**src/rtl/i2s_slave_rx.sv**
```systemverilog
// ============================================================================
//  Module      : i2s_slave_rx
//  Description : Slave-mode I2S receiver. Oversamples SCK/WS/SD on
//                lmmi_clk_i, deserializes left/right words MSB-first and
//                presents one stereo frame through a valid/ready handshake.
//                Sticky flags report dropped frames and odd word lengths.
//                Define I2S_LJ_MODE_EN for left-justified framing (no 1-bit
//                WS delay); the default build uses standard I2S framing.
//  Revision    : 1.0 - initial release
// ============================================================================
`timescale 1ns/1ps
`default_nettype none

module i2s_slave_rx #(
    parameter int DATA_WIDTH = 24,
    parameter int SLOT_WIDTH = 32
) (
    input  logic                  lmmi_clk_i,
    input  logic                  reset_i,
    input  logic                  i2s_sck_i,
    input  logic                  i2s_ws_i,
    input  logic                  i2s_sd_i,
    input  logic                  enable_i,
    output logic [DATA_WIDTH-1:0] sample_left_o,
    output logic [DATA_WIDTH-1:0] sample_right_o,
    output logic                  sample_valid_o,
    input  logic                  sample_ready_i,
    output logic                  overrun_o,
    output logic                  slot_err_o,
    input  logic                  clr_err_i
);

    localparam logic [5:0] c_SLOT_CNT = 6'(SLOT_WIDTH);

    typedef enum logic [0:0] {
        ST_SYNC = 1'b0,
        ST_RUN  = 1'b1
    } state_t;

    state_t                r_state;
    state_t                w_state_next;

    logic [2:0]            r_sck_sync;
    logic [1:0]            r_ws_sync;
    logic [1:0]            r_sd_sync;
    logic                  r_ws_prev;
    logic [5:0]            r_bit_cnt;
    logic [DATA_WIDTH-1:0] r_shift;
    logic [DATA_WIDTH-1:0] r_left_hold;
    logic                  r_left_ok;
    logic                  r_frame_stb;
    logic [DATA_WIDTH-1:0] r_frame_left;
    logic [DATA_WIDTH-1:0] r_frame_right;

    logic                  w_sck_rise;
    logic                  w_ws;
    logic                  w_sd;
    logic                  w_ws_chg;
    logic [5:0]            w_cnt_inc;
    logic [DATA_WIDTH-1:0] w_shift_ins;
    logic [5:0]            w_bit_cnt_next;
    logic [DATA_WIDTH-1:0] w_shift_next;
    logic                  w_word_done;
    logic [DATA_WIDTH-1:0] w_word;
    logic [5:0]            w_word_cnt;
    logic                  w_enter_run;
    logic                  w_slot_evt;
    logic                  w_ovr_evt;
`ifdef I2S_LJ_MODE_EN
    logic [DATA_WIDTH-1:0] w_msb_word;
`endif

    // WS and SD are only needed at q2, which is aligned with the detected SCK rise
    assign w_sck_rise = r_sck_sync[1] & ~r_sck_sync[2];
    assign w_ws       = r_ws_sync[1];
    assign w_sd       = r_sd_sync[1];
    assign w_ws_chg   = w_ws ^ r_ws_prev;
    assign w_cnt_inc  = (r_bit_cnt == 6'd63) ? 6'd63 : r_bit_cnt + 6'd1;
    assign w_enter_run = (r_state == ST_SYNC) && (w_state_next == ST_RUN);
    assign w_slot_evt = w_word_done && (w_word_cnt != c_SLOT_CNT);
    assign w_ovr_evt  = r_frame_stb && sample_valid_o && !sample_ready_i;

    // Input synchronizers plus the SCK edge-detect delay flop
    always_ff @(posedge lmmi_clk_i or posedge reset_i) begin
        if (reset_i) begin
            r_sck_sync <= '0;
            r_ws_sync  <= '0;
            r_sd_sync  <= '0;
        end else begin
            r_sck_sync <= {r_sck_sync[1:0], i2s_sck_i};
            r_ws_sync  <= {r_ws_sync[0], i2s_ws_i};
            r_sd_sync  <= {r_sd_sync[0], i2s_sd_i};
        end
    end

    // Drop the sampled bit into its MSB-first slot; bits beyond DATA_WIDTH never match
    always_comb begin
        w_shift_ins = r_shift;
        for (int i = 0; i < DATA_WIDTH; i++) begin
            if (r_bit_cnt == 6'(DATA_WIDTH - 1 - i)) begin
                w_shift_ins[i] = w_sd;
            end
        end
`ifdef I2S_LJ_MODE_EN
        w_msb_word                 = '0;
        w_msb_word[DATA_WIDTH-1]   = w_sd;
`endif
    end

    // FSM state register
    always_ff @(posedge lmmi_clk_i or posedge reset_i) begin
        if (reset_i) begin
            r_state <= ST_SYNC;
        end else begin
            r_state <= w_state_next;
        end
    end

    // Next state, bit counter/shifter update and word-completion detection
    always_comb begin
        w_state_next   = r_state;
        w_bit_cnt_next = r_bit_cnt;
        w_shift_next   = r_shift;
        w_word_done    = 1'b0;
        w_word         = r_shift;
        w_word_cnt     = r_bit_cnt;
        if (!enable_i) begin
            w_state_next = ST_SYNC;
        end else if (w_sck_rise) begin
            case (r_state)
                ST_SYNC: begin
                    if (w_ws_chg) begin
                        w_state_next = ST_RUN;
`ifdef I2S_LJ_MODE_EN
                        // The edge bit is already the MSB of the new channel
                        w_bit_cnt_next = 6'd1;
                        w_shift_next   = w_msb_word;
`else
                        w_bit_cnt_next = 6'd0;
                        w_shift_next   = '0;
`endif
                    end
                end
                default: begin
                    if (w_ws_chg) begin
                        w_word_done = 1'b1;
`ifdef I2S_LJ_MODE_EN
                        // Word closes before the edge bit, which opens the next word
                        w_word         = r_shift;
                        w_word_cnt     = r_bit_cnt;
                        w_bit_cnt_next = 6'd1;
                        w_shift_next   = w_msb_word;
`else
                        // Edge bit is the LSB slot of the finishing word
                        w_word         = w_shift_ins;
                        w_word_cnt     = w_cnt_inc;
                        w_bit_cnt_next = 6'd0;
                        w_shift_next   = '0;
`endif
                    end else begin
                        w_bit_cnt_next = w_cnt_inc;
                        w_shift_next   = w_shift_ins;
                    end
                end
            endcase
        end
    end

    // Deserializer registers and WS history
    always_ff @(posedge lmmi_clk_i or posedge reset_i) begin
        if (reset_i) begin
            r_bit_cnt <= '0;
            r_shift   <= '0;
            r_ws_prev <= 1'b0;
        end else begin
            r_bit_cnt <= w_bit_cnt_next;
            r_shift   <= w_shift_next;
            if (w_sck_rise) begin
                r_ws_prev <= w_ws;
            end
        end
    end

    // Pair a left word with the following right word into a frame strobe
    always_ff @(posedge lmmi_clk_i or posedge reset_i) begin
        if (reset_i) begin
            r_left_hold   <= '0;
            r_left_ok     <= 1'b0;
            r_frame_stb   <= 1'b0;
            r_frame_left  <= '0;
            r_frame_right <= '0;
        end else begin
            r_frame_stb <= 1'b0;
            if (w_enter_run) begin
                r_left_ok <= 1'b0;
            end else if (w_word_done) begin
                if (!r_ws_prev) begin
                    r_left_hold <= w_word;
                    r_left_ok   <= 1'b1;
                end else if (r_left_ok) begin
                    r_frame_left  <= r_left_hold;
                    r_frame_right <= w_word;
                    r_frame_stb   <= 1'b1;
                    r_left_ok     <= 1'b0;
                end
            end
        end
    end

    // Output handshake and sticky error flags; a new event beats a clear
    always_ff @(posedge lmmi_clk_i or posedge reset_i) begin
        if (reset_i) begin
            sample_left_o  <= '0;
            sample_right_o <= '0;
            sample_valid_o <= 1'b0;
            overrun_o      <= 1'b0;
            slot_err_o     <= 1'b0;
        end else begin
            if (r_frame_stb && (!sample_valid_o || sample_ready_i)) begin
                sample_left_o  <= r_frame_left;
                sample_right_o <= r_frame_right;
                sample_valid_o <= 1'b1;
            end else if (sample_ready_i) begin
                sample_valid_o <= 1'b0;
            end
            overrun_o  <= (overrun_o  & ~clr_err_i) | w_ovr_evt;
            slot_err_o <= (slot_err_o & ~clr_err_i) | w_slot_evt;
        end
    end

endmodule

`default_nettype wire

```
**config.mk**
```make
export PLATFORM = sky130hd
export DESIGN_NAME = i2s_slave_rx
export DESIGN_NICKNAME = d
export VERILOG_FILES = /design/src/rtl/i2s_slave_rx.sv
export SDC_FILE = /design/constraint.sdc
export NUM_CORES = 1
export LEC_CHECK = 0
export CORE_AREA = 4 4 116 118
export CTS_CLUSTER_DIAMETER = 200
export DETAILED_ROUTE_END_ITERATION = 7
export DIE_AREA = 0 0 120 122
export PLACE_DENSITY = 0.76
export SYNTH_ARGS = -nofsm -noshare
export SYNTH_HDL_FRONTEND = slang
export SYNTH_SLANG_ARGS = --single-unit
```
**constraint.sdc**
```tcl
create_clock -name lmmi_clk_i -period 6.5 [get_ports lmmi_clk_i]
set_input_delay 1.3 -clock lmmi_clk_i [delete_from_list [all_inputs] [get_ports lmmi_clk_i]]
set_output_delay 1.3 -clock lmmi_clk_i [all_outputs]
set_load 0.03 [all_outputs]
```
* Yosys cells after proc, flatten, opt, wreduce, memory -nomap -nowiden
Cells that the tools add are included.
Word-level totals: flip-flop bits (word level) 164, latch bits 0, memory bits (writable) 0, ROM bits 0, bits of input ports 8, logic and storage cells 124, memories kept 0
Operators by class: add/sub/neg operators 1, multiply operators 0, div/mod/pow operators 0, magnitude comparators 0, eq/ne operators 25, shift operators 0, mux-type cells 55, bitwise operators 11, reduce and logical (&&, ||, !) cells 15
Operators with widths (count):
- $mux W24 | 7
- $eq A6 B4 Y1 const B | 8
- $eq A6 B5 Y1 const B | 8
- $mux W6 | 8
- $mux W1 | 40
- $eq A6 B3 Y1 const B | 4
- $eq A6 B2 Y1 const B | 2
- $add A6 B1 Y6 const B | 1
- $eq A6 B1 Y1 const B | 1
- $eq A6 B6 Y1 const B | 1
- $logic_not A6 Y1 | 1
- $ne A6 B6 Y1 const B | 1
- $reduce_and A3 Y1 | 2
- $reduce_bool A2 Y1 | 3
- $logic_and A1 B1 Y1 | 5
- $not A1 Y1 | 5
- $reduce_and A4 Y1 | 1
- $and A1 B1 Y1 | 3
- $logic_not A1 Y1 | 2
- $or A1 B1 Y1 | 2
- $logic_or A1 B1 Y1 | 1
- $xor A1 B1 Y1 | 1

* Depth between registers and ports, before layout
depth in word-level cells 9, mapped depth 7, depth with buffers taken out 6

* Worst setup path before layout
Ideal clock, no wire load.
path type input -> register, start input port sample_ready_i, end register sample_right_o[0], data arrival time 2.312 ns, required time 6.375 ns, setup slack 4.063 ns, cell stages on the path 5, path buffers 2, cells stage by stage nand2b_1 -> nand2_1 -> buf_2 -> buf_2 -> mux2_2
On the way: cells in the longest elaborated chain, start to end 2
RTL lines:
- start: declaration | line 27 | input logic sample_ready_i,
- $logic_or A1 B1 Y1 | line 219 | if (r_frame_stb && (!sample_valid_o || sample_ready_i)) begin
- $logic_and A1 B1 Y1 | line 219
- end signal: assignment | line 221 | sample_right_o <= r_frame_right;
- end: declaration | line 25 | output logic [DATA_WIDTH-1:0] sample_right_o,
Every way passes these cells. A chain may end at the register's enable or synchronous reset.

* Final worst setup path
start input port enable_i, end register r_shift[16]
On the way: cells in the longest elaborated chain, start to end 1
RTL lines:
- start: declaration | line 23 | input logic enable_i,
- $reduce_and A3 Y1 (no source line)
- end signal: assignment | line 177 | r_shift <= w_shift_next;
- end: declaration | line 48 | logic [DATA_WIDTH-1:0] r_shift;
Every way passes these cells.

==> summary.md <==
| Metric | Value |
|---|---|
| Post-synthesis cell type count | 42 |
| Seq/Total Area, Yosys | between 60% and 70% |
| Clk_lat worst skew | 420 ps |
| Synth-to-layout area growth | 17.8% |
| DRC viols | 0 |
| Post-synth EDFFs | 0 |
| Max Root-Sink Buffers | 2 |
| Synthesis-stage register bit count | 164 |
| Via count | approximately 4600 |
| GRT Resource Usage Total | between 10% and 20% |
| CP Launch Type | input pin |
| Root Buffer | clkbuf_16 |
| Largest net degree at the start of global routing | roughly 120 |
| Dominant cell type by area after synthesis | dfrtp_1 |
| DRT antenna net count | 0 |
| CTS tree | built |
| Relative slew margins | a little over a quarter |
| Core Rows | 41 |
| Layout cell share with drive strength beyond 1 | about 15% |
| Number of nets in the layout | between 600 and 700 |
| Antenna violations before repair | 0 |
| Power density cells | between 200 and 300 mW/mm^2 |
| Die extent in x | between 100 and 150 um |
| Initial Util | about 54% |
| Postcts setup bufs | 0 |
| Setup violators final | 0 |
| RSZ-0062 raised after global routing | false |
| Total core area | 0.0125 sq mm |
| Port bufs | 58 |
| Area of the mapped netlist | 0.00679 sq mm |
| Asr flop ratio synth | 100% |
| Hold/Removal Path Class | register to register |
| Yosys top cell area share | about three fifths |
| GP Congestion | 0.799 |
| Final min period | 3200 ps |
| Max Cap Viol | 0 |
| 1st-pass router iterations | 5 |
| Placement Cell Area | ~0.0074 sq mm |
| Synth Warn # | 0 |
| Antenna diode count | 0 |
| Vias per Instance | between 5 and 6 |
| Sink Count | 164 |
| Final Hold Viols | 0 |
| WS Path Type | input pin to register |
| Primary FF master, synth | dfrtp_1 |
| Hold-fix buffers, CTS | 0 |
| Slew at the pin closest to its max-slew limit | roughly 1100 ps |
| Run status | completed |
| Grt total ovfl | 0 |
| First-pass GRT wire length | about 22 mm |
| Tcrit/Tclk final | 49.2% |
| Initial DRC count | just over 300 |
| Number of gates resized after CTS | 0 |
| Worst Skew | 7.29 ps |
| CTS Buf Count | 17 |
| Routed length per instance | ~16 um |
| Ranking of synthesized cells by area | dfrtp_1 (60%), nand2_1 (8.5%), mux2_2 (8.1%) |
| Sum Neg Setup Slack | 0 ps |
| Clk slew on worst S/H paths | roughly 60 ps |
| Full die area | 0.0146 sq mm |
| Worst Path Arrival | ~3500 ps |
| Syn Area/Cell | around 11 sq um |
| H-tree depth | 4 |
| P_leak | between 3 and 4 nW |
| CP Capture Type | register |
| Crit path max fanout | 34 |
| Worst Path Required | slightly below 7000 ps |
| Gate Count Post-Synth | a little over 600 |
| Design area | 0.00800 sq mm |
| WL final | approximately 13 mm |
| VDD IR max | a little under 0.2 mV |
| Fmax | ~0.31 GHz |
| DP HPWL | 8.41 mm |
| Final Max Tran Viols | 0 |
| Vert. Die Dim | between 100 and 150 um |
| Net count after synthesis | about 630 |
| Number of I/O pins | a little under 60 |
| Vias in the first global route | between 4000 and 5000 |
-- flip-flops by register name, summed over array words and instances, names as in the netlist, 2 cells and up --
name and count:
r_sck_sync 3, r_left_hold 24, r_frame_right 24, sample_left_o 24
r_shift 24, r_bit_cnt 6, sample_right_o 24, r_frame_left 24
r_ws_sync 2, r_sd_sync 2
-- path summary, 6_finish.rpt --
path	endpoint	slack (ps)	from	cells after the start
max reg2reg	r_shift[16]	4220	r_sck_sync[2]	5
min in group asynchronous	sample_right_o[14]	1520	reset_i	2
max in group asynchronous	r_shift[17]	3810	reset_i	3
min reg2reg	r_sd_sync[1]	350	r_sd_sync[0]	0
min	r_sd_sync[1]	350	r_sd_sync[0]	0
max	r_shift[16]	3300	enable_i	6
-- report_power, final --
part | leakage, nW | switching, W | internal (W)
registers | 2.26 | 0.0000322 | 0.00106
clock network | 0.274 | 0.000380 | 0.000579
logic | 1.35 | 0.0000745 | 0.0000413
-- layout make-up --
| cell class | instances | area [sq um] |
|---|---|---|
| Fill cell | 965 | 4470 |
| Sequential cell | 164 | 4100 |
| Multi-Input combinational cell | 380 | 2360 |
| Timing Repair Buffer | 63 | 618 |
| Clock buffer | 21 | 460 |
| Tap cell | 172 | 215 |
| Inverter | 34 | 134 |
| Clock inverter | 10 | 108 |
-- stage by stage --
step / instances / util [%] / setup WS [ps] / hold WS [ps] / total power [W]
after floorplan: 615 / - / 767 / 331 / 0.00119
after global placement: 813 / 59.6 / 3070 / 334 / 0.00122
after detailed placement: 813 / 59.6 / 2950 / 336 / 0.00123
after CTS: 844 / 64.2 / 3360 / 352 / 0.00218
after global routing: 844 / 64.2 / 3120 / 359 / 0.00225
final: 844 / 64.2 / 3300 / 352 / 0.00217
-- cell usage in the layout (no fill, tap or decap), types with 3 or more instances in the layout --
| master | Yosys | layout |
|---|---|---|
| mux2i_1 | 24 | 24 |
| clkinvlp_4 | 0 | 3 |
| o22ai_1 | 25 | 25 |
| buf_4 | 0 | 5 |
| o21ai_1 | 49 | 49 |
| clkdlybuf4s50_1 | 0 | 58 |
| a21oi_1 | 27 | 27 |
| inv_1 | 33 | 32 |
| nor2b_1 | 3 | 3 |
| ha_1 | 4 | 4 |
| nand2_1 | 153 | 152 |
| dfrtp_1 | 164 | 164 |
| clkinv_2 | 1 | 6 |
| a22o_1 | 5 | 5 |
| o21ai_0 | 4 | 4 |
| nor3b_2 | 4 | 4 |
| mux2_2 | 49 | 49 |
| nand3_1 | 5 | 5 |
| clkbuf_16 | 0 | 17 |
-- kinds of logic (layout without fill, tap and decap cells) --
| group | after synthesis | after routing | share of synthesized area [%] |
|---|---|---|---|
| xor+xnor | 2 | 2 | 0.369 |
| simple gates | 184 | 184 | 12.0 |
| compound gates | 117 | 117 | 9.95 |
| flops | 164 | 164 | 60.4 |
| fa+ha+maj | 4 | 4 | 0.737 |
| mux | 73 | 73 | 11.7 |
| buf+inv | 71 | 128 | 4.88 |
-- critical path, stage by stage --
cell	delay, ps
clkdlybuf4s50_1	500
nand4b_1	190
nor2_2	140
buf_4	340
nand2_1	620
o22ai_1	420
-- routing by layer --
| layer | global-route usage [%] | part of all wire, % | vias to the layer above |
|---|---|---|---|
| li1 | - | - | 2159 |
| met4 | 6.08 | 1.1 | 0 |
| met5 | 0 | 0 | - |
| met1 | 26.1 | 45 | 2286 |
| met2 | 30.5 | 48 | 128 |
| met3 | 6.08 | 5.1 | 14 |
-- cells in the mapped netlist, drive strengths merged (2+ instances only) --
cell type	instances
nand4b	2
clkbuf	11
nor2b	3
or3	3
inv	33
nand2	154
nor3b	4
mux2	49
a31oi	2
o21ai	53
ha	4
dfrtp	164
mux2i	24
o22ai	25
a22o	5
buf	26
a21oi	27
nor2	3
nand3	5
No activity file was read; power rests on OpenSTA's default activity.
